<file path="src/rtl/pipe_hazard_ctrl.sv">
// pipe_hazard_ctrl: hazard controller for the in-order RV32I pipeline.
// Tracks destination registers in flight from EX (entry 0) to writeback
// (entry FWD_STAGES). It raises the load-use stall and runs the
// post-redirect flush counter. It also produces the EX forwarding selects.
// Optional build macro PIPE_HAZARD_PERF_EN adds the stall_cycles and
// flush_cycles performance counters.
module pipe_hazard_ctrl #(
  parameter int REG_ADDR_W  = 5,
  parameter int FWD_STAGES  = 2,
  parameter int LOAD_LAT    = 1,
  parameter int FLUSH_SLOTS = 1,
  parameter int FWD_SEL_W   = $clog2(FWD_STAGES + 1)
) (
  input  logic                  clk,
  input  logic                  rst,
  input  logic                  id_valid,
  input  logic [REG_ADDR_W-1:0] id_rs1_addr,
  input  logic [REG_ADDR_W-1:0] id_rs2_addr,
  input  logic                  id_rs1_used,
  input  logic                  id_rs2_used,
  input  logic [REG_ADDR_W-1:0] id_rd_addr,
  input  logic                  id_reg_w_en,
  input  logic                  id_is_load,
  input  logic                  redirect,
`ifdef PIPE_HAZARD_PERF_EN
  output logic [31:0]           stall_cycles,
  output logic [31:0]           flush_cycles,
`endif
  output logic                  stall,
  output logic                  flush,
  output logic                  ex_valid,
  output logic [FWD_SEL_W-1:0]  ex_fwd_sel_1,
  output logic [FWD_SEL_W-1:0]  ex_fwd_sel_2
);

  // Tracker: entry 0 is EX, entry FWD_STAGES is writeback.
  logic                  ent_valid_reg [0:FWD_STAGES];
  logic [REG_ADDR_W-1:0] ent_rd_reg    [0:FWD_STAGES];
  logic                  ent_w_en_reg  [0:FWD_STAGES];
  logic                  ent_load_reg  [0:FWD_STAGES];

  // Source operands of the instruction sitting in EX.
  logic [REG_ADDR_W-1:0] ex_rs1_reg, ex_rs2_reg;
  logic                  ex_rs1_used_reg, ex_rs2_used_reg;

  logic [2:0]            flush_cnt_reg, flush_cnt_next;
  logic                  accept;
  logic                  load_hazard;
  logic [FWD_STAGES:1]   fwd_ok;
  logic [FWD_STAGES:1]   hit_1, hit_2;

  assign flush    = (flush_cnt_reg != 3'd0);
  assign stall    = id_valid && !flush && load_hazard;
  assign accept   = id_valid && !stall && !flush;
  assign ex_valid = ent_valid_reg[0];

  // Load-use check: a load whose data is not yet forwardable blocks ID.
  always_comb begin
    load_hazard = 1'b0;
    for (int j = 0; j < LOAD_LAT; j++) begin
      if (ent_valid_reg[j] && ent_w_en_reg[j] && ent_load_reg[j] &&
          (ent_rd_reg[j] != '0)) begin
        if ((id_rs1_used && (ent_rd_reg[j] == id_rs1_addr)) ||
            (id_rs2_used && (ent_rd_reg[j] == id_rs2_addr)))
          load_hazard = 1'b1;
      end
    end
  end

  // A load can supply a forward only once it is LOAD_LAT stages past EX.
  // A bubble in EX has its used bits cleared, so it never hits.
  generate
    for (genvar gi = 1; gi <= FWD_STAGES; gi++) begin : g_fwd
      assign fwd_ok[gi] = ent_valid_reg[gi] && ent_w_en_reg[gi] &&
                          (ent_rd_reg[gi] != '0) &&
                          (!ent_load_reg[gi] || (gi >= 1 + LOAD_LAT));
      assign hit_1[gi]  = fwd_ok[gi] && ex_rs1_used_reg &&
                          (ent_rd_reg[gi] == ex_rs1_reg);
      assign hit_2[gi]  = fwd_ok[gi] && ex_rs2_used_reg &&
                          (ent_rd_reg[gi] == ex_rs2_reg);
    end
  endgenerate

  // Forward select: the youngest matching producer wins (the smallest k).
  always_comb begin
    ex_fwd_sel_1 = '0;
    ex_fwd_sel_2 = '0;
    for (int k = FWD_STAGES; k >= 1; k--) begin
      if (hit_1[k]) ex_fwd_sel_1 = FWD_SEL_W'(k);
      if (hit_2[k]) ex_fwd_sel_2 = FWD_SEL_W'(k);
    end
  end

  // Tracker shift: ID feeds entry 0, and the oldest entry retires.
  always_ff @(posedge clk) begin
    if (rst) begin
      for (int k = 0; k <= FWD_STAGES; k++) begin
        ent_valid_reg[k] <= 1'b0;
        ent_rd_reg[k]    <= '0;
        ent_w_en_reg[k]  <= 1'b0;
        ent_load_reg[k]  <= 1'b0;
      end
      ex_rs1_reg      <= '0;
      ex_rs2_reg      <= '0;
      ex_rs1_used_reg <= 1'b0;
      ex_rs2_used_reg <= 1'b0;
    end else begin
      ent_valid_reg[0] <= accept;
      ent_rd_reg[0]    <= id_rd_addr;
      ent_w_en_reg[0]  <= id_reg_w_en;
      ent_load_reg[0]  <= id_is_load;
      ex_rs1_reg       <= id_rs1_addr;
      ex_rs2_reg       <= id_rs2_addr;
      ex_rs1_used_reg  <= accept && id_rs1_used;
      ex_rs2_used_reg  <= accept && id_rs2_used;
      for (int k = 1; k <= FWD_STAGES; k++) begin
        ent_valid_reg[k] <= ent_valid_reg[k-1];
        ent_rd_reg[k]    <= ent_rd_reg[k-1];
        ent_w_en_reg[k]  <= ent_w_en_reg[k-1];
        ent_load_reg[k]  <= ent_load_reg[k-1];
      end
    end
  end

  // Flush counter: a redirect is honoured only when not stalled or flushing.
  always_comb begin
    flush_cnt_next = flush_cnt_reg;
    if (redirect && !stall && !flush)
      flush_cnt_next = 3'(FLUSH_SLOTS);
    else if (flush && !stall)
      flush_cnt_next = flush_cnt_reg - 3'd1;
  end

  // Flush counter register.
  always_ff @(posedge clk) begin
    if (rst) flush_cnt_reg <= 3'd0;
    else     flush_cnt_reg <= flush_cnt_next;
  end

`ifdef PIPE_HAZARD_PERF_EN
  logic [31:0] stall_cycles_reg, flush_cycles_reg;

  // Saturating stall and flush cycle counters.
  always_ff @(posedge clk) begin
    if (rst) begin
      stall_cycles_reg <= '0;
      flush_cycles_reg <= '0;
    end else begin
      if (stall && (stall_cycles_reg != '1)) stall_cycles_reg <= stall_cycles_reg + 32'd1;
      if (flush && (flush_cycles_reg != '1)) flush_cycles_reg <= flush_cycles_reg + 32'd1;
    end
  end

  assign stall_cycles = stall_cycles_reg;
  assign flush_cycles = flush_cycles_reg;
`endif

endmodule
</file>
<file path="config.mk">
export PLATFORM = sky130hd
export DESIGN_NAME = pipe_hazard_ctrl
export DESIGN_NICKNAME = d
export VERILOG_FILES = /design/src/rtl/pipe_hazard_ctrl.sv
export SDC_FILE = /design/constraint.sdc
export NUM_CORES = 1
export LEC_CHECK = 0
export ABC_AREA = 1
export BUFFER_PORTS_ARGS = -buffer_cell sky130_fd_sc_hd__buf_2
export CORE_MARGIN = 1.5
export CORE_UTILIZATION = 45
export CTS_BUF_LIST = sky130_fd_sc_hd__clkbuf_4
export DETAILED_ROUTE_END_ITERATION = 10
export PLACE_DENSITY = 0.73
export SLEW_MARGIN = 15
export SYNTH_ARGS = -nofsm -noshare
export SYNTH_HDL_FRONTEND = slang
export SYNTH_SLANG_ARGS = --single-unit
</file>
<file path="constraint.sdc">
create_clock -name clk -period 1.9 [get_ports clk]
set_input_delay 0.19 -clock clk [delete_from_list [all_inputs] [get_ports clk]]
set_output_delay 0.19 -clock clk [all_outputs]
set_load 0.01 [all_outputs]
</file>
==> results of run 1 <==
-- path summary, 6_finish.rpt --
check | endpoint | slack, ps | depth (start not counted)
max | ex_fwd_sel_2[1] | 190 | 6
min | ent_w_en_reg[0][0]$_SDFF_PP0_ | 50 | 3
max reg2reg | flush_cnt_reg[1]$_SDFFE_PP0P_ | 660 | 9
min reg2reg | ent_valid_reg[0][2]$_SDFF_PP0_ | 430 | 2
-- Yosys cell counts --
master	n
a21boi_0	1
xor2_1	8
buf_6	1
nand3_1	5
o22ai_1	1
nand2_2	1
a211oi_1	1
nand2_1	36
o21ai_0	3
a21oi_1	5
or2_0	1
inv_2	5
dfxtp_1	38
clkbuf_1	3
nand4_1	5
nor2_4	1
o221ai_1	1
o2111ai_1	1
nand3_2	2
xnor2_1	7
ha_1	2
nor2_1	51
nor3_1	5
inv_1	45
-- metrics by stage --
step | hold slack, ps | setup slack, ps | instances | utilization
global placement | 386.8 | 560.0 | 301 | 0.5362
floorplan | 297.0 | 661.4 | 229 | -
CTS | 37.14 | 175.9 | 309 | 0.5518
finish | 48.25 | 189.3 | 309 | 0.5518
detailed placement | 396.0 | 564.9 | 301 | 0.5362
global route | 36.62 | 54.42 | 309 | 0.5518
-- routing by layer --
layer	vias up	GRT usage	routed length, um
met4	0	0.05707	53
met3	6	0.04821	172
li1	746	-	-
met1	553	0.1931	1351
met2	39	0.2842	1335
met5	-	0	0
-- cell families (layout without fill, tap and decap cells) --
kind of cell	after synthesis	count (layout)	share of synthesized area
adders and majority gates	2	2	0.01509
buffers and inverters	54	88	0.1268
xor gates and xnor gates	15	15	0.07925
DFF	38	38	0.4589
and+or+nand+nor	107	107	0.2725
AOI/OAI and AO/OA	13	13	0.04755
-- area by class of cell --
type	count	share of cell area
Inverter	50	0.09881
Clock buffer	6	0.02372
Sequential cell	38	0.4005
Timing Repair Buffer	30	0.08037
Clock inverter	2	0.004611
Multi-Input combinational cell	137	0.3617
Tap cell	46	0.03030
-- critical path, cell delays in order (launching register included) --
cell     delay [ps]
dfxtp_1         360
or2_0           230
a21oi_1         160
nand4_1         110
nor2_1          130
nor2_1           60
buf_2           130
-- power breakdown --
group	internal, mW	leakage, nW	total (mW)	switching, mW
Clock	0.153	0.0331	0.404	0.251
Combinational	0.148	0.676	0.350	0.201
Sequential	0.866	0.314	0.917	0.0509
==> metrics, run 1 <==
clk sinks 38; Max transition margin 0.7811; buffer depth of the longest clock path 2; hold_sp id_reg_w_en; vias in the first global route 1294; Worst-Skew Late Latency 340 ps; Register Area 760.7 sq um; Tot Pwr 1.671 mW; DIE AREA 4057 sq um; Worst Skew 7.588 ps; Cell variety after synth 24; worst vdd ir 0.5295 mV; first-pass GRT wire length 5175 um; Seq/Total Area, Yosys 0.4589; RSZ-0062 raised after global routing no; FF+latch count, synth 38; Setup crit start kind flip-flop; maximum clock frequency 0.5845 GHz; vias per cell 4.350; Area contributors post-synth dfxtp_1 46%, nor2_1 12%, inv_1 10%, nand2_1 8.2%, xor2_1 4.2%; Tmin final 1711 ps; Critical Path Source ent_rd_reg[0][5]$_SDFF_PP0_; initial antenna violation count 0; 1st-iter DRT viols 60; layout cell share with drive strength beyond 1 0.1749; Setup Fix Bufs, Post-CTS 0; Starting Density 0.4816; GRT Util Overall 0.1645; CTS tree yes; post-DR wirelength/cell 9.427 um; Remaining Overflow, GRT 0; Final ANT Viol Nets 0; status finished clean; Diodes inserted 0; Syn Area/Cell 7.239 sq um; clk slew on worst S/H paths 110 ps; Static Leak 1.022 nW; pins over their slew limit 0; commonest non-fill, non-tap cell in the layout nor2_1; Max FO, Critical Path 4; max reg flops 15; std cell rows 21; Die W 63.70 um; CP Capture Type primary output; slew of the pin with the lowest slew margin 328.4 ps; H-tree Lvls 2; Period Utilization, post-route 0.9004; 1st-pass router iterations 4; CTS Root Cell clkbuf_4; DP Area 1846 sq um; Core Region 3442 sq um; Yosys top cell by area dfxtp_1; Critical Path RT 1710 ps; Post-layout nets 287; routed via count 1344; area of the multi-input gates 686.9 sq um; Gate Count Post-Synth 229; Area Overhead vs Synth 14.57%; WL final 2913 um; port buffer count 29; # DRC 0; Synth top area share 0.4589; setup violators final 0; Ys Warns 0; I/O pin cnt 30; DP HPWL 2354 um; pin count of the biggest net entering global routing 19; CTS resizes 0; PD cells 879.7 nW/um^2; routability-driven placement congestion ratio 0.8629; post-route setup TNS 0 ps; Synth Cell Area 1658 sq um; Die H 63.70 um; Worst Path Class, Setup flip-flop to primary output; commonest non-fill, non-tap cells in the layout 51 x nor2_1, 45 x inv_1, 38 x dfxtp_1; Finished Cell Area 1899 sq um; Post-Syn Nets 254; Hold WC Path Type input port to flip-flop; Critical R2R Launch flush_cnt_reg[0]$_SDFFE_PP0P_; final hold violations 0; hold_buf cts 0; Max-cap violations 0; Layout fillers 345; CTS Buf Count 5; critical path data arrival time 1520 ps
No activity file was read; power rests on OpenSTA's default activity.
==> inputs of run 2 (changes only) <==
--- a/config.mk
+++ b/config.mk
@@ -7,11 +7,15 @@
 export LEC_CHECK = 0
 export ABC_AREA = 1
 export BUFFER_PORTS_ARGS = -buffer_cell sky130_fd_sc_hd__buf_2
+export CAP_MARGIN = 20
+export CELL_PAD_IN_SITES_DETAIL_PLACEMENT = 1
+export CELL_PAD_IN_SITES_GLOBAL_PLACEMENT = 2
 export CORE_MARGIN = 1.5
-export CORE_UTILIZATION = 45
+export CORE_UTILIZATION = 34
 export CTS_BUF_LIST = sky130_fd_sc_hd__clkbuf_4
 export DETAILED_ROUTE_END_ITERATION = 10
-export PLACE_DENSITY = 0.73
+export PLACE_DENSITY = 0.92
+export RECOVER_POWER = 100
 export SLEW_MARGIN = 15
 export SYNTH_ARGS = -nofsm -noshare
 export SYNTH_HDL_FRONTEND = slang
==> run 2 against run 1 <==
  * Die area up 31%
  * Combinational power up 1%
  * Non-clock buffer count unchanged
  * Worst setup slack worse by 16 ps
  * Global-route usage down 0.69 points
  * Clock power up 65%
  * Cell count up 6.8%
  * Fmax down 0.93%
  * Hold slack about the same
  * Design area up 3.2%
  * Critical path type unchanged
==> metrics, run 2 (same netlist as run 1, synthesis figures left out) <==
WL final 3668 um (+26%); RSZ-0062 raised after global routing no; Worst path slowest cell dfxtp_1; R2R Setup Slk 620 ps (-40 ps); commonest non-fill, non-tap cell in the layout nor2_1; critical path data arrival time 1540 ps (+20 ps); Starting Density 0.3510 (-0.1306); DP Area 1872 sq um (+1.4%); maximum clock frequency 0.5791 GHz (-0.93%); Layout fillers 626 (+81%); # DRC 0 (unchanged); final hold violations 0 (unchanged); vias per cell 4.239 (-2.5%); CTS tree yes; Worst-Skew Late Latency 340 ps (about the same); CTS resizes 0 (unchanged); Die H 72.83 um (+14%); Core Util, Final 0.4151 (-0.1367); Core Region 4723 sq um (+37%); routed via count 1399 (+4.1%); worst vdd ir 0.4889 mV (-7.7%); post-DR wirelength/cell 11.12 um (+18%); Critical Path RT 1710 ps (about the same); post-route setup TNS 0 ps (unchanged); Setup Fix Bufs, Post-CTS 0 (unchanged); std cell rows 25 (+19%); Area Overhead vs Synth 18.26%; commonest non-fill, non-tap cells in the layout 51 x nor2_1, 46 x inv_1, 38 x dfxtp_1; Critical R2R Launch ent_rd_reg[0][2]$_SDFF_PP0_; Worst Skew 7.004 ps (-0.5844 ps); crit-path most repeated cell nor2_1; vias in the first global route 1435 (+11%); hold_buf cts 0 (unchanged); pin count of the biggest net entering global routing 26 (+7); H-tree Lvls 2 (unchanged); PD cells 989.7 nW/um^2 (+13%); Tmin final 1727 ps (+16.08 ps); Final ANT Viol Nets 0 (unchanged); hold_sp id_rd_addr[1]; Max FO, Critical Path 5 (+1); max reg flops 15 (unchanged); CTS Buf Count 5 (unchanged); Finished Cell Area 1961 sq um (+3.2%); Final WS setup 173.2 ps (-16.08 ps); hold path endpoint ent_rd_reg[0][1]$_SDFF_PP0_; DP HPWL 2947 um (+25%); cells on worst reg2reg path 7 (-2); slew of the pin with the lowest slew margin 1137 ps (+808.6 ps); CTS Root Cell clkbuf_4; Hold WC Path Type input port to flip-flop; Post-layout nets 287 (unchanged); routability-driven placement congestion ratio 0.7693 (-11%); Die W 72.83 um (+14%); pins over their slew limit 0 (unchanged); Remaining Overflow, GRT 0 (unchanged); Static Leak 1.012 nW (-1.0%); delay-heaviest family, CP flip-flops; worst slack at placement 547.4 ps (-17.54 ps); DIE AREA 5304 sq um (+31%); final instance count without filler cells 330 (+6.8%); I/O pin cnt 30 (unchanged); port buffer count 29 (unchanged); GRT Util Overall 0.1577 (-0.006852); Max-cap violations 0 (unchanged); setup violators final 0 (unchanged); clk sinks 38 (unchanged); clk slew on worst S/H paths 110 ps (about the same); hold path cells 3 (unchanged); 1st-pass router iterations 4 (unchanged); CP Buf/Inv Count 2 (+1); status finished clean; critical-path cell list inv_1 > nand4_1 > o21ai_0 > nor2_1 > nor2_1 > clkbuf_1; first-pass GRT wire length 6223 um (+20%); placed instance count 322 (+7.0%); buffer depth of the longest clock path 2 (unchanged); Max transition margin 0.2420 (-0.5391); RR Endpoint ex_rs1_used_reg$_SDFF_PP0_; Diodes inserted 0 (unchanged); layout cell share with drive strength beyond 1 0.1407 (-0.03422); CP max stage delay 330 ps (-30 ps); Period Utilization, post-route 0.9089 (+0.008464); Setup crit start kind flip-flop; CP Capture Type primary output; initial antenna violation count 0 (unchanged); 1st-iter DRT viols 54 (-10%); Worst Path Class, Setup flip-flop to primary output
run 2: cell types whose count changed in the layout (fill, tap and decap cells not counted), sizes merged:
cell,delta
buf,-8
bufinv,+2
clkbuf,+7
clkinv,-1
run 2: cell type report:
type,count,area [sq um],share of cell area
Clock buffer,5,37.54,0.01914
Multi-Input combinational cell,137,686.9,0.3504
Clock inverter,3,63.81,0.03255
Timing Repair Buffer,30,140.1,0.07147
Tap cell,67,83.83,0.04276
Inverter,50,187.7,0.09572
Sequential cell,38,760.7,0.3880
run 2: stage by stage:
stage | hold WS, ps | total power [mW]
after floorplan | 297.0 | 1.192
after global placement | 390.1 | 1.292
after detailed placement | 399.4 | 1.304
after CTS | 22.75 | 1.987
after global routing | 26.78 | 2.075
final | 48.72 | 1.941
run 2: worst max path at each step:
stage / start / endpoint / slack (ps) / cells past startpoint
floorplan: ent_rd_reg[0][5]$_SDFF_PP0_ / ex_fwd_sel_2[1] / 660 / 5
global placement: ent_rd_reg[0][6]$_SDFF_PP0_ / ex_fwd_sel_2[1] / 560 / 6
detailed placement: flush_cnt_reg[0]$_SDFFE_PP0P_ / stall / 550 / 9
CTS: flush_cnt_reg[0]$_SDFFE_PP0P_ / stall / 140 / 9
global route: flush_cnt_reg[0]$_SDFFE_PP0P_ / stall / 5 / 9
finish: ent_rd_reg[0][6]$_SDFF_PP0_ / ex_fwd_sel_2[1] / 170 / 6
run 2: power by group:
group	switching [mW]	internal, mW
Combinational	0.212	0.143
Sequential	0.0519	0.866
Clock	0.262	0.405
run 2: per-layer routing:
layer	wire length, um	vias to the layer above	GRT usage
met4	48	0	0.05031
met3	109	5	0.04558
li1	-	747	-
met5	0	-	0
met2	1840	23	0.2773
met1	1670	624	0.1839
run 2: tightest hold or removal path, cell delays in order:
cell and delay (ps):
buf_2 90, inv_1 40, nor2_1 30
